--- config.mk ---
export PLATFORM = sky130hd
export DESIGN_NAME = filter_classify_flat
export DESIGN_NICKNAME = d
export VERILOG_FILES = /design/src/rtl/filter_classify_if.sv /design/src/rtl/filter_classify.sv /design/src/flat_wrapper.sv
export SDC_FILE = /design/constraint.sdc
export NUM_CORES = 1
export LEC_CHECK = 0
export BUFFER_PORTS_ARGS = -buffer_cell sky130_fd_sc_hd__buf_2
export CAP_MARGIN = 0
export CORE_MARGIN = 4
export CORE_UTILIZATION = 55
export DETAILED_ROUTE_END_ITERATION = 10
export PLACE_DENSITY = 0.74
export SYNTH_ARGS = -nofsm -noshare
export SYNTH_HDL_FRONTEND = slang
export SYNTH_SLANG_ARGS = --single-unit
--- constraint.sdc ---
create_clock -name clk_50m -period 8.6 [get_ports clk_50m]
set_clock_uncertainty 0.1 [all_clocks]
set_input_delay 0.86 -clock clk_50m [delete_from_list [all_inputs] [get_ports clk_50m]]
set_output_delay 0.86 -clock clk_50m [all_outputs]
set_load 0.005 [all_outputs]
--- src/rtl/filter_classify_if.sv ---
// filter_classify_if: RAM port-B read bus shared by the real and imaginary response RAMs.
//   rd_en    enable for both RAMs
//   rd_addr  bin address, common to both RAMs
//   rd_real  real word, RD_LAT cycles after the address
//   rd_imag  imaginary word, same timing
// master = the analyser that issues reads, slave = the RAM side.
interface filter_classify_if #(
  parameter int unsigned ADDR_W = 12,
  parameter int unsigned DATA_W = 16
);
  logic              rd_en;
  logic [ADDR_W-1:0] rd_addr;
  logic [DATA_W-1:0] rd_real;
  logic [DATA_W-1:0] rd_imag;

  modport master (output rd_en, output rd_addr, input rd_real, input rd_imag);
  modport slave  (input rd_en, input rd_addr, output rd_real, output rd_imag);
endinterface

--- src/rtl/filter_classify.sv ---
// filter_classify: post-learning analyser. Sweeps the learned complex response twice, first to
// find the peak magnitude (|re| + |im|), then to mark every bin against the -3 dB threshold
// (peak * 181 / 256), and classifies the network from the in-band segment pattern.
//   clk_50m      system clock
//   rst_n        asynchronous active-low reset
//   start        learn_done level, a run starts on its rising edge; dropping it aborts a run
//   ram          RAM port-B read bus (master side)
//   busy         high while a run is in progress
//   done         one-cycle pulse when the result outputs update
//   filter_type  0 unknown/all-pass, 1 LPF, 2 HPF, 3 BPF, 4 BSF
//   f_low        lower band-edge bin
//   f_high       upper band-edge bin
//   peak_mag     peak magnitude of the last completed run
module filter_classify #(
  parameter int unsigned N_PTS  = 2800,
  parameter int unsigned ADDR_W = 12,
  parameter int unsigned DATA_W = 16,
  parameter int unsigned RD_LAT = 2
) (
  input  logic                 clk_50m,
  input  logic                 rst_n,
  input  logic                 start,
  filter_classify_if.master    ram,
  output logic                 busy,
  output logic                 done,
  output logic [2:0]           filter_type,
  output logic [ADDR_W-1:0]    f_low,
  output logic [ADDR_W-1:0]    f_high,
  output logic [DATA_W:0]      peak_mag
);

  typedef enum logic [2:0] {StIdle, StPeak, StBand, StClass, StDone} state_e;

  // Each sweep issues N_PTS reads then waits RD_LAT cycles for the last data to return.
  localparam int unsigned       Sweep    = N_PTS + RD_LAT;
  localparam int unsigned       CntW     = $clog2(Sweep);
  localparam logic [CntW-1:0]   CntLast  = CntW'(Sweep - 1);
  localparam logic [CntW-1:0]   CntRdEnd = CntW'(N_PTS);
  localparam logic [ADDR_W-1:0] BinLast  = ADDR_W'(N_PTS - 1);
  localparam logic [DATA_W-1:0] SMin     = {1'b1, {(DATA_W-1){1'b0}}};
  localparam logic [DATA_W-1:0] SMax     = {1'b0, {(DATA_W-1){1'b1}}};

  state_e            state_q, state_d;
  logic [CntW-1:0]   cnt_q, cnt_d;
  logic              start_q, trigger, sweeping, commit;
  logic [RD_LAT-1:0] vld_q;
  logic [ADDR_W-1:0] idx_q [RD_LAT];
  logic              smp_vld;
  logic [ADDR_W-1:0] smp_idx;
  logic [DATA_W-1:0] abs_re, abs_im;
  logic [DATA_W:0]   mag, pk_q, pk_d, thr_q, thr_d;
  logic [DATA_W+8:0] thr_prod;
  logic              in_band, prev_in_q, in_first_q, in_last_q;
  logic [1:0]        nseg_q;
  logic [ADDR_W-1:0] first_end_q, last_start_q;
  logic [2:0]        cls_type_d, cls_type_q;
  logic [ADDR_W-1:0] cls_lo_d, cls_lo_q, cls_hi_d, cls_hi_q;

  // The most negative word has no positive twin; clamp it instead of wrapping.
  function automatic logic [DATA_W-1:0] abs_sat(logic [DATA_W-1:0] x);
    if (x == SMin)         return SMax;
    else if (x[DATA_W-1])  return ~x + DATA_W'(1);
    else                   return x;
  endfunction

  assign trigger  = start & ~start_q;
  assign sweeping = (state_q == StPeak) || (state_q == StBand);
  assign busy     = (state_q != StIdle);
  assign commit   = (state_q == StDone) && start;

  assign ram.rd_en   = sweeping && (cnt_q < CntRdEnd);
  assign ram.rd_addr = ram.rd_en ? ADDR_W'(cnt_q) : '0;

  always_comb begin
    state_d = state_q;
    cnt_d   = '0;
    unique case (state_q)
      StIdle:  if (trigger) state_d = StPeak;
      StPeak, StBand: begin
        cnt_d = cnt_q + CntW'(1);
        if (cnt_q == CntLast) begin
          cnt_d   = '0;
          state_d = (state_q == StPeak) ? StBand : StClass;
        end
      end
      StClass: state_d = StDone;
      StDone:  state_d = StIdle;
      default: state_d = StIdle;
    endcase
    // Losing learn_done mid-run abandons the run; the previous results stay on the outputs.
    if ((state_q != StIdle) && !start) begin
      state_d = StIdle;
      cnt_d   = '0;
    end
  end

  always_ff @(posedge clk_50m or negedge rst_n) begin
    if (!rst_n) begin
      state_q <= StIdle;
      cnt_q   <= '0;
      start_q <= 1'b0;
    end else begin
      state_q <= state_d;
      cnt_q   <= cnt_d;
      start_q <= start;
    end
  end

  // Valid/address pipeline pairs each returned RAM word with the bin it was read from.
  always_ff @(posedge clk_50m or negedge rst_n) begin
    if (!rst_n) begin
      vld_q <= '0;
      for (int i = 0; i < RD_LAT; i++) idx_q[i] <= '0;
    end else if (state_q == StIdle) begin
      vld_q <= '0;
    end else begin
      vld_q[0] <= ram.rd_en;
      idx_q[0] <= ram.rd_addr;
      for (int i = 1; i < RD_LAT; i++) begin
        vld_q[i] <= vld_q[i-1];
        idx_q[i] <= idx_q[i-1];
      end
    end
  end

  assign smp_vld  = vld_q[RD_LAT-1];
  assign smp_idx  = idx_q[RD_LAT-1];
  assign abs_re   = abs_sat(ram.rd_real);
  assign abs_im   = abs_sat(ram.rd_imag);
  assign mag      = {1'b0, abs_re} + {1'b0, abs_im};
  assign in_band  = (mag >= thr_q);
  assign thr_prod = (DATA_W+9)'(pk_d) * (DATA_W+9)'(181);
  assign thr_d    = thr_prod[DATA_W+8:8];

  // Strictly greater keeps the earlier bin on ties.
  always_comb begin
    pk_d = pk_q;
    if ((state_q == StPeak) && smp_vld && (mag > pk_q)) pk_d = mag;
  end

  always_comb begin
    cls_type_d = 3'd0;
    cls_lo_d   = '0;
    cls_hi_d   = '0;
    if (pk_q == '0) begin
      cls_type_d = 3'd0;
    end else if ((nseg_q == 2'd1) && in_first_q && !in_last_q) begin
      cls_type_d = 3'd1;
      cls_hi_d   = first_end_q;
    end else if ((nseg_q == 2'd1) && !in_first_q && in_last_q) begin
      cls_type_d = 3'd2;
      cls_lo_d   = last_start_q;
      cls_hi_d   = BinLast;
    end else if ((nseg_q == 2'd1) && !in_first_q && !in_last_q) begin
      cls_type_d = 3'd3;
      cls_lo_d   = last_start_q;
      cls_hi_d   = first_end_q;
    end else if ((nseg_q == 2'd2) && in_first_q && in_last_q) begin
      cls_type_d = 3'd4;
      cls_lo_d   = first_end_q;
      cls_hi_d   = last_start_q;
    end
  end

  always_ff @(posedge clk_50m or negedge rst_n) begin
    if (!rst_n) begin
      pk_q         <= '0;
      thr_q        <= '0;
      prev_in_q    <= 1'b0;
      in_first_q   <= 1'b0;
      in_last_q    <= 1'b0;
      nseg_q       <= '0;
      first_end_q  <= '0;
      last_start_q <= '0;
      cls_type_q   <= '0;
      cls_lo_q     <= '0;
      cls_hi_q     <= '0;
    end else begin
      pk_q <= (state_q == StIdle) ? '0 : pk_d;
      // Threshold taken from pk_d so the final PEAK sample is included.
      if ((state_q == StPeak) && (state_d == StBand)) thr_q <= thr_d;
      if ((state_q == StBand) && smp_vld) begin
        prev_in_q <= in_band;
        if (smp_idx == '0) begin
          in_first_q <= in_band;
          nseg_q     <= in_band ? 2'd1 : 2'd0;
          if (in_band) begin
            first_end_q  <= '0;
            last_start_q <= '0;
          end
        end else begin
          if (in_band && !prev_in_q) begin
            if (nseg_q != 2'd3) nseg_q <= nseg_q + 2'd1;
            last_start_q <= smp_idx;
          end
          // Grow first_end only while the first segment is the one being swept.
          if (in_band && ((prev_in_q && (nseg_q == 2'd1)) || (!prev_in_q && (nseg_q == 2'd0))))
            first_end_q <= smp_idx;
        end
        if (smp_idx == BinLast) in_last_q <= in_band;
      end
      if (state_q == StClass) begin
        cls_type_q <= cls_type_d;
        cls_lo_q   <= cls_lo_d;
        cls_hi_q   <= cls_hi_d;
      end
    end
  end

  always_ff @(posedge clk_50m or negedge rst_n) begin
    if (!rst_n) begin
      done        <= 1'b0;
      filter_type <= '0;
      f_low       <= '0;
      f_high      <= '0;
      peak_mag    <= '0;
    end else begin
      done <= commit;
      if (commit) begin
        filter_type <= cls_type_q;
        f_low       <= cls_lo_q;
        f_high      <= cls_hi_q;
        peak_mag    <= pk_q;
      end
    end
  end

endmodule

--- src/flat_wrapper.sv ---
// flat-port wrapper written by rule: the top's interface ports become plain ports
module filter_classify_flat 
#(
  parameter int unsigned N_PTS  = 2800,
  parameter int unsigned ADDR_W = 12,
  parameter int unsigned DATA_W = 16,
  parameter int unsigned RD_LAT = 2
)
  (clk_50m, rst_n, start, busy, done, filter_type, f_low, f_high, peak_mag, ram_rd_en, ram_rd_addr, ram_rd_real, ram_rd_imag);
  filter_classify_if #(.ADDR_W(ADDR_W), .DATA_W(DATA_W)) ram_i ();
  input  logic clk_50m;
  input  logic rst_n;
  input  logic start;
  output logic busy;
  output logic done;
  output logic [2:0] filter_type;
  output logic [ADDR_W-1:0] f_low;
  output logic [ADDR_W-1:0] f_high;
  output logic [DATA_W:0] peak_mag;
  output wire logic [$bits(ram_i.rd_en)-1:0] ram_rd_en;
  output wire logic [$bits(ram_i.rd_addr)-1:0] ram_rd_addr;
  input wire logic [$bits(ram_i.rd_real)-1:0] ram_rd_real;
  input wire logic [$bits(ram_i.rd_imag)-1:0] ram_rd_imag;
  assign ram_rd_en = ram_i.rd_en;
  assign ram_rd_addr = ram_i.rd_addr;
  assign ram_i.rd_real = ram_rd_real;
  assign ram_i.rd_imag = ram_rd_imag;
  filter_classify #(.N_PTS(N_PTS), .ADDR_W(ADDR_W), .DATA_W(DATA_W), .RD_LAT(RD_LAT)) u_core (.clk_50m(clk_50m), .rst_n(rst_n), .start(start), .ram(ram_i), .busy(busy), .done(done), .filter_type(filter_type), .f_low(f_low), .f_high(f_high), .peak_mag(peak_mag));
endmodule
==> impl_metrics.ini <==
[worst_setup_path]
reg2regPathDepth = 26
crit_path_end_kind = register
critPathBufInv = 10
cp.arrival_ns = 8.95
crit_path_max_incr_delay_ns = 0.57
critical_path.max_fanout = 7
critPathKind = in2reg
startpoint_type = input port
critPathRequiredTime_ns = 8.80
worstReg2RegStart = u_core.pk_q[10]
timing.rr.end = u_core.thr_q[16]
rrSetupSlack_ns = 2.27
cpMaxStageDelayCell = fa_1
crit_family = compound AO/OA/AOI/OAI gates

[cts]
cts_root_buffer = clkbuf_16
cts_tree = built
clkLatencyLatePin_ns = 0.44
cts_max_path_buffers = 2
cts.sinks = 177
h-tree-depth = 4
cts_buffers = 17
path_clk_slew_ns = 0.08

[cells_and_area]
seq_area_um2 = 4429
nets = 1740
drive_above_1_share_pct = 37.58
multiInputGateArea_um2 = 8009
antenna_cells = 0
num-fill-cells = 1365
design_area_um2 = 16270
largest_registers = u_core.peak_mag: 17 flops, u_core.pk_q: 17 flops, u_core.thr_q: 17 flops
area_growth_pct = 33.74

[place]
placed_area_um2 = 14730
gp_congestion = 0.9348
dpl.hpwl_mm = 23.32
io_buffers = 93

[flow_run]
maxCapViolations = 0

[logic_synthesis]
netlist_area_um2 = 12170
synth_xor_area_share_pct = 5.615
synth_ff_type = dfrtp_1
synth_area_per_cell_um2 = 9.757
syn_inst = 1247
synth_compound_area_share_pct = 13.02
synth.distinct_cells = 61
synthAdderAreaFrac_pct = 18.08
ys_ff_latch = 177
synth-simple-area-share_pct = 13.19
yosysWarningCount = 0
synthArstFlopShare_pct = 100.0
synth_top_family_by_area = adder cells
ys_seq_area_share_pct = 36.40
syn-num-nets = 1438
synth-edff-count = 0
synth_mux_area_share_pct = 7.970

[power]
combPwrFrac_pct = 31.4
p_sw_mw = 0.8041
power_mw = 2.404
p_int_mw = 1.600
vdd_drop_max_mv = 0.1458
p_leak_nw = 8.714
pwr-share-clk_pct = 33.5
switching_share_pct = 33.45
powerDensity_nw_per_um2 = 147.7
p_seq_share_pct = 35.0

[hold_path]
hold_path_class = reg2reg
hold_path_depth = 1
hold_path_end = u_core.vld_q[1]
hold_start = u_core.vld_q[0]

[floorplan]
die_area_um2 = 24560
initial_core_util_pct = 55.75
fp-row-count = 54
ios = 94
die_width_um = 156.7
core_area_um2 = 21820
die_h_um = 156.7

[timing]
rsz0062_at_grt = true
worstMarginPinSlew_ns = 1.099
slew_viol_final = 0
finalHoldViolCount = 0
worst_hold_slack_ns = 0.3517
worst_slack_ns = -0.1479
timing.fmax_ghz = 0.1143
post-route-period-util_pct = 101.7
max-slew-margin-rel_pct = 26.70
setup_viol = 6
period_needed_ns = 8.748

[detailed_routing]
drt_first_iter_violations = 715
routed_wl_mm = 33.48
drt_first_pass_iters = 7
ant_nets = 0
wl_per_cell_um = 18.17
routed_via_density = 5.756
vias = 10602
drc_errors = 0

[global_route]
grt_overflow = 0
grt_pass1_vias = 10777
grt_max_degree = 94
antenna_found_initial = 1
grt_pass1_wl_mm = 53.17
grt_usage_pct = 26.83

[status]
violations = negative setup slack
status = complete, but fails checks
==> cell usage after synthesis (all sizes together), types with 33 or more instances <==
library cell  instances  area, µm²
inv                 142      533.0
dfrtp               177       4429
nand2               128      480.5
xor2                 39      341.6
fa                   33      660.6
o21ai                40      200.2
ha                  123       1539
xnor2                39      341.6
mux2                 76      855.8
a21o                 48      360.4
nor2                 76      285.3
a21oi                41      205.2
clkbuf               34      127.6
==> power by group through the flow <==
stage | Combinational (mW) | Clock [mW] | Sequential (mW)
CTS | 0.689 | 0.811 | 0.842
floorplan | 0.378 | 0 | 0.856
detailed placement | 0.634 | 0 | 0.858
finish | 0.756 | 0.806 | 0.842
global route | 0.825 | 0.844 | 0.842
global placement | 0.615 | 0 | 0.858
==> worst reg2reg max path, stage by stage (launching register included) <==
cell      delay [ns]
dfrtp_1         0.50
inv_1           0.09
ha_1            0.32
a211o_1         0.29
o211ai_1        0.14
a211oi_1        0.18
o31ai_4         0.37
buf_6           0.21
mux2i_4         0.28
inv_2           0.08
buf_4           0.15
and2_4          0.17
fa_1            0.52
fa_1            0.57
inv_2           0.04
fa_1            0.52
inv_2           0.05
ha_4            0.25
a21o_1          0.19
a21o_1          0.17
a21oi_2         0.15
o21ai_1         0.08
a221o_1         0.34
a21oi_2         0.15
o31ai_2         0.09
xor2_1          0.15
mux2i_1         0.08
==> kinds of logic after synthesis <==
logic type	count (synthesis)
flip-flops	177
adder cells (fa/ha/maj)	156
buffers and inverters	183
AO/OA/AOI/OAI	224
AND/OR/NAND/NOR	342
XOR/XNOR	78
multiplexers	87
==> repair_timing <==
action                                  4_1_cts  5_1_grt
gates cloned                                  1        0
resized for setup                            56       57
hold buffers                                  0        0
endpoints found under the setup margin       12       15
pin swaps                                    55       58
setup buffers                                21       26
==> per-layer routing <==
layer | vias up | share of wire [%] | global-route usage, %
li1 | 4931 | - | -
met2 | 414 | 48 | 44.83
met3 | 104 | 6.0 | 4.535
met5 | - | 0.039 | 0
met4 | 2 | 3.4 | 10.21
met1 | 5151 | 43 | 35.13
==> metrics by stage <==
step / setup slack [ns] / instances / utilization, % / setup TNS, ns
floorplan: -0.4106 / 1247 / - / -2.744
global placement: -0.5693 / 1763 / 67.49 / -5.459
detailed placement: -0.7215 / 1763 / 67.49 / -7.775
CTS: -0.09591 / 1817 / 72.60 / -0.3546
global route: -0.4861 / 1842 / 74.56 / -4.495
finish: -0.1479 / 1842 / 74.56 / -0.4375
==> worst max path at each step <==
stage                          startpoint          endpoint  slack [ns]  cells after the start
final                      ram_rd_imag[0]  u_core.thr_q[16]       -0.15                     41
after global routing      ram_rd_real[12]  u_core.thr_q[16]       -0.49                     39
after CTS                  ram_rd_real[8]  u_core.thr_q[14]        -0.1                     42
after detailed placement   ram_rd_real[1]  u_core.thr_q[15]       -0.72                     45
after global placement     ram_rd_real[1]  u_core.thr_q[15]       -0.57                     44
after floorplan            ram_rd_real[1]  u_core.thr_q[14]       -0.41                     43
==> cell usage in the layout, fill, tap and decap left out, types with 31 or more instances in the layout <==
cell type and instances:
buf_4 222, dfrtp_1 177, nand2_1 124, inv_1 117
ha_1 90, buf_2 88, nor2_1 73, mux2_2 69
a21o_1 48, xor2_1 33, fa_1 31
==> final cells by class <==
class	instances	area share [%]
Multi-Input combinational cell	887	49.22
Sequential cell	177	27.22
Timing Repair Buffer	324	14.15
Inverter	142	3.383
Clock buffer	17	2.614
Tap cell	280	2.153
Clock inverter	15	1.261
Power figures use the tool's default switching activity.
